### config.mk
export PLATFORM = sky130hd
export DESIGN_NAME = reg_sweep_writer_flat
export DESIGN_NICKNAME = d
export VERILOG_FILES = /design/src/rtl/reg_sweep_writer_if.sv /design/src/rtl/reg_sweep_writer.sv /design/src/flat_wrapper.sv
export SDC_FILE = /design/constraint.sdc
export NUM_CORES = 1
export LEC_CHECK = 0
export ABC_AREA = 1
export CAP_MARGIN = 15
export CORE_MARGIN = 2
export CORE_UTILIZATION = 54
export CTS_BUF_LIST = sky130_fd_sc_hd__clkbuf_4 sky130_fd_sc_hd__clkbuf_8
export CTS_CLUSTER_SIZE = 16
export DETAILED_ROUTE_END_ITERATION = 6
export PLACE_DENSITY_LB_ADDON = 0.1
export SYNTH_ARGS = -nofsm -noshare
export SYNTH_HDL_FRONTEND = slang
export SYNTH_SLANG_ARGS = --single-unit
### constraint.sdc
create_clock -name clock -period 3.1 [get_ports clock]
set_clock_uncertainty 0.2 [all_clocks]
set_input_delay 0.465 -clock clock [delete_from_list [all_inputs] [get_ports clock]]
set_output_delay 0.465 -clock clock [all_outputs]
set_load 0.02 [all_outputs]
### src/rtl/reg_sweep_writer_if.sv
// -----------------------------------------------------------------------------
// reg_sweep_writer_if
//   Control/status bundle between a sweep controller (master) and the
//   reg_sweep_writer sequencer (slave).
//
//   Master -> slave : go, direction, start, count, stall, abort
//   Slave -> master : regnum, wr_en, busy, done, finish
//
//   ADDR_W : width of the register index (regfile has 2**ADDR_W entries).
// -----------------------------------------------------------------------------
interface reg_sweep_writer_if #(
  parameter int ADDR_W = 5
);
  logic              go;
  logic              direction;
  logic [ADDR_W-1:0] start;
  logic [ADDR_W:0]   count;
  logic              stall;
  logic              abort;
  logic [ADDR_W-1:0] regnum;
  logic              wr_en;
  logic              busy;
  logic              done;
  logic              finish;

  modport master (
    output go, direction, start, count, stall, abort,
    input  regnum, wr_en, busy, done, finish
  );

  modport slave (
    input  go, direction, start, count, stall, abort,
    output regnum, wr_en, busy, done, finish
  );
endinterface

### src/rtl/reg_sweep_writer.sv
// -----------------------------------------------------------------------------
// reg_sweep_writer
//   Generates a register-index stream and write enable for a regfile write
//   port. A sweep starts at any index, runs for a programmable number of
//   writes, steps up or down with modulo wrap, and can be stalled or aborted.
//   Write data is supplied outside this block.
//
//   clock : system clock, rising edge
//   reset : asynchronous, active-low
//   bus   : reg_sweep_writer_if slave modport
//           in : go, direction, start, count (0..2**ADDR_W), stall, abort
//           out: regnum, wr_en, busy, done (= ~busy), finish (1-cycle pulse)
// -----------------------------------------------------------------------------
module reg_sweep_writer #(
  parameter int ADDR_W = 5
) (
  input  logic                  clock,
  input  logic                  reset,
  reg_sweep_writer_if.slave     bus
);

  typedef enum logic {
    IDLE = 1'b0,
    RUN  = 1'b1
  } state_t;

  localparam logic [ADDR_W:0] ONE = {{ADDR_W{1'b0}}, 1'b1};

  state_t            state_q,     state_d;
  logic [ADDR_W-1:0] regnum_q,    regnum_d;
  logic [ADDR_W:0]   remaining_q, remaining_d;
  logic              dir_q,       dir_d;
  logic              finish_q,    finish_d;

  // NOTE: sequential state uses non-blocking assignments so every register
  // samples the pre-edge values, independent of statement order.
  always_ff @(posedge clock or negedge reset) begin
    if (!reset) begin
      state_q     <= IDLE;
      regnum_q    <= '0;
      remaining_q <= '0;
      dir_q       <= 1'b0;
      finish_q    <= 1'b0;
    end else begin
      state_q     <= state_d;
      regnum_q    <= regnum_d;
      remaining_q <= remaining_d;
      dir_q       <= dir_d;
      finish_q    <= finish_d;
    end
  end

  // NOTE: every variable gets a default before the case statement so no path
  // leaves a value unassigned, which would otherwise infer a latch.
  always_comb begin
    state_d     = state_q;
    regnum_d    = regnum_q;
    remaining_d = remaining_q;
    dir_d       = dir_q;
    finish_d    = 1'b0;

    unique case (state_q)
      IDLE: begin
        // abort and stall have no meaning here; regnum keeps its last value.
        if (bus.go) begin
          if (bus.count != '0) begin
            state_d     = RUN;
            regnum_d    = bus.start;
            remaining_d = bus.count;
            dir_d       = bus.direction;
          end else begin
            // Empty sweep completes at once: pulse finish, never write.
            finish_d = 1'b1;
          end
        end
      end

      RUN: begin
        if (bus.abort) begin
          // Abort wins over stall and over the final write; no finish pulse.
          state_d     = IDLE;
          remaining_d = '0;
        end else if (bus.stall) begin
          // Hold index and count; wr_en is already suppressed.
        end else if (remaining_q == ONE) begin
          // Last write is being presented now; regnum stays on that index.
          state_d     = IDLE;
          remaining_d = '0;
          finish_d    = 1'b1;
        end else begin
          // Natural ADDR_W-bit overflow gives the modulo 2**ADDR_W wrap.
          regnum_d    = dir_q ? regnum_q + 1'b1 : regnum_q - 1'b1;
          remaining_d = remaining_q - ONE;
        end
      end

      default: state_d = IDLE;
    endcase
  end

  // wr_en is combinational so a stall or abort suppresses the write in the
  // same cycle it is raised.
  assign bus.wr_en  = (state_q == RUN) & ~bus.stall & ~bus.abort;
  assign bus.busy   = (state_q == RUN);
  assign bus.done   = (state_q != RUN);
  assign bus.finish = finish_q;
  assign bus.regnum = regnum_q;

endmodule

### src/flat_wrapper.sv
// flat-port wrapper written by rule: the top's interface ports become plain ports
module reg_sweep_writer_flat 
#(
  parameter int ADDR_W = 5
)
  (clock, reset, bus_go, bus_direction, bus_start, bus_count, bus_stall, bus_abort, bus_regnum, bus_wr_en, bus_busy, bus_done, bus_finish);
  reg_sweep_writer_if #(.ADDR_W(ADDR_W)) bus_i ();
  input  logic clock;
  input  logic reset;
  input wire logic [$bits(bus_i.go)-1:0] bus_go;
  input wire logic [$bits(bus_i.direction)-1:0] bus_direction;
  input wire logic [$bits(bus_i.start)-1:0] bus_start;
  input wire logic [$bits(bus_i.count)-1:0] bus_count;
  input wire logic [$bits(bus_i.stall)-1:0] bus_stall;
  input wire logic [$bits(bus_i.abort)-1:0] bus_abort;
  output wire logic [$bits(bus_i.regnum)-1:0] bus_regnum;
  output wire logic [$bits(bus_i.wr_en)-1:0] bus_wr_en;
  output wire logic [$bits(bus_i.busy)-1:0] bus_busy;
  output wire logic [$bits(bus_i.done)-1:0] bus_done;
  output wire logic [$bits(bus_i.finish)-1:0] bus_finish;
  assign bus_i.go = bus_go;
  assign bus_i.direction = bus_direction;
  assign bus_i.start = bus_start;
  assign bus_i.count = bus_count;
  assign bus_i.stall = bus_stall;
  assign bus_i.abort = bus_abort;
  assign bus_regnum = bus_i.regnum;
  assign bus_wr_en = bus_i.wr_en;
  assign bus_busy = bus_i.busy;
  assign bus_done = bus_i.done;
  assign bus_finish = bus_i.finish;
  reg_sweep_writer #(.ADDR_W(ADDR_W)) u_core (.clock(clock), .reset(reset), .bus(bus_i));
endmodule
==> impl_metrics.yaml <==
status:
  status: "finished, final reports clean"
floorplan:
  die-area_sq_mm: 0.00233
  pin_count: 26
  core_area_sq_mm: 0.00178
  die_h_um: 48.2
  die_x_um: 48.2
  start_util_pct: 59.2
  num_rows: 15
job:
  maxCapViolCount: 0
global_routing:
  grt.total_usage_pct: 25.1
  grt_pass1_vias: 955
  overflow: 0
  grt_pass1_wl_um: 3930
  antenna_found_initial: 0
  grt_max_degree: 16
final_layout:
  syn_to_final_growth_pct: 27.3
  fin_nets: 199
  drive_gt1_share_pct: 9.77
  n_antenna_cell: 0
detailed_routing:
  ant_nets: 0
  drt_iter0_drc: 19
  drt_pass1_iterations: 4
  wl_met1_um: 1050
  route.met2.wl_um: 1130
  wl_per_cell_um: 12.1
  vias: 1050
  routed-wl-met3_um: 140
  top_layer: "met4"
  routed_wl_um: 2400
  via_per_inst: 5.28
  remaining_drc_errors: 0
sta:
  tns_ns: 0
  worstMarginPinSlew_ns: 0.662
  timing.final.crit_share_pct: 79.6
  fmax_mhz: 405
  period_needed_ns: 2.47
  slew_headroom_pct: 55.7
  hold_violations: 0
  report.final.slew_viol_count: 0
  rsz0062_at_grt: "false"
  setup_viol: 0
clock_tree:
  clock_sinks: 14
  post-cts-setup-buffers: 0
  numCtsBuffers: 3
  clock-root-buffer: "clkbuf_4"
  ctsHoldBuffers: 0
  cts_tree: "yes"
  htree_levels: 1
  clk_pin_slew_ns: 0.08
  ctsResizeCount: 0
  clockBufferDepth: 2
  clk_latency_ns: 0.29
yosys:
  ys_ff_latch: 14
  yosysTopAreaCell: "dfrtp_1"
  synth_area_sq_mm: 0.00106
  async_flop_share_pct: 100
  syn_inst: 148
  ys.flop_type: "dfrtp_1"
  yosysMostFrequentCell: "nand2_1"
  ys_warn_count: 0
  syn_avg_cell_area_sq_um: 7.14
  synth_edf_count: 0
  synth.cells.most_frequent: "56 x nand2_1, 15 x nand3_1, 14 x dfrtp_1, 14 x inv_1, 9 x nor2_1"
  ys_seq_area_share_pct: 33.2
  yosys-top-cells-area: "dfrtp_1 33%, nand2_1 20%, nand3_1 7.1%, ha_1 5.9%, inv_1 5.0%"
  syn-num-nets: 171
  yosysTopAreaCellShare_pct: 33.2
  yosysUniqueCellTypes: 25
critical_path:
  crit_chain: "clkdlybuf4s50_1, inv_1, nand2_1, nor2_1, clkdlybuf4s50_1"
  crit_type: "in -> out"
  crit_required_ns: 2.43
  crit_path_frequent_cell: "clkdlybuf4s50_1"
  critPathBufInv: 3
  worstSetupEndpointType: "output port"
  cp_slowest_cell: "clkdlybuf4s50_1"
  path_max_fanout: 3
  slowest_delay_ns: 0.60
  critPathTopFamily: "buffers and inverters"
  setup.worst_path.start_class: "input pin"
  critical_path_arrival_ns: 1.80
place:
  port_buffers: 25
  dp_hpwl_um: 1890
  gp_congestion: 0.934
power:
  p_per_area_mw_per_mm2: 924
  power.total_w: 0.00124
  cellLeakagePower_nw: 0.688
  ir_drop_mv: 0.524
hold_path:
  hold_class: "reg -> reg"
## metal layers
layer | track usage, % | vias to the layer above
li1 | - | 520
met1 | 30.6 | 478
met2 | 40.3 | 43
met3 | 5.19 | 9
met4 | 15.7 | 0
met5 | 0 | -
## cells by family (layout without fill, tap and decap cells)
group	count (synthesis)	count (layout)	synth area share [%]
mux	1	1	0.948
buf+inv	20	46	8.41
flops	14	14	33.2
simple gates	90	90	39.5
xor+xnor	2	2	1.66
fa+ha+maj	6	6	7.82
compound gates	15	15	8.53
## per-stage QoR
stage / area [sq um] / hold WS (ns) / util (%) / cells / setup slack, ns
2_1_floorplan: 1060 / -0.0306 / - / 148 / 1.35
3_3_place_gp: 1320 / 0.290 / 74.1 / 196 / 0.660
3_5_place_dp: 1320 / 0.290 / 74.1 / 196 / 0.632
4_1_cts: 1340 / 0.311 / 75.4 / 199 / 0.629
5_1_grt: 1340 / 0.346 / 75.4 / 199 / 0.547
6_report: 1340 / 0.312 / 75.4 / 199 / 0.633
## cells in the final DEF, fill, tap and decap left out, types with 2 or more instances in the layout
cell	netlist	layout
xnor2_1	2	2
dfrtp_1	14	14
nand3_1	15	15
o21ai_1	2	2
nand2_2	3	3
inv_2	3	3
ha_1	5	5
a21oi_1	3	3
nand2_1	56	56
o21ai_0	8	8
nor2_1	9	9
clkbuf_4	0	3
inv_1	14	14
clkdlybuf4s50_1	0	25
nor2_2	2	2
## registers in the layout, summed over array words and instances, names as in the netlist
signal,flops
u_core.bus.finish,1
u_core.bus.regnum,5
u_core.bus.busy,1
u_core.dir_q,1
u_core.remaining_q,6
## worst min-delay path: stages (launching register included)
cell,delay [ns]
dfrtp_1,0.36
nand2_1,0.06
nand2_1,0.06
## path summary, 6_finish.rpt
| kind | startpoint | endpoint | slack (ns) | cells after the start |
|---|---|---|---|---|
| setup / recovery | bus_stall | bus_wr_en | 0.63 | 5 |
| hold / removal | u_core.remaining_q[5]$_DFFE_PN0P_ | u_core.remaining_q[5]$_DFFE_PN0P_ | 0.31 | 2 |
| setup reg to reg | u_core.bus.regnum[0]$_DFFE_PN0P_ | u_core.bus.regnum[4]$_DFFE_PN0P_ | 1.30 | 10 |
| hold reg to reg | u_core.remaining_q[5]$_DFFE_PN0P_ | u_core.remaining_q[5]$_DFFE_PN0P_ | 0.31 | 2 |
| max in group asynchronous | reset | u_core.remaining_q[4]$_DFFE_PN0P_ | 1.90 | 1 |
| min in group asynchronous | reset | u_core.bus.regnum[2]$_DFFE_PN0P_ | 0.38 | 1 |
## report_power, final
part           leakage [nW]  internal, W  switching, W
logic                 0.500     0.000324      0.000456
clock network        0.0138    0.0000452     0.0000612
registers             0.174     0.000261     0.0000944
total                 0.688     0.000631      0.000612
## cell type report
type	instances	area, sq um
well taps	25	31.3
inverters	18	72.6
fillers	141	439
flip-flops and latches	14	350
multi-input cells	114	617
clock buffers	3	22.5
repair buffers	25	250
No activity file was read; power rests on OpenSTA's default activity.
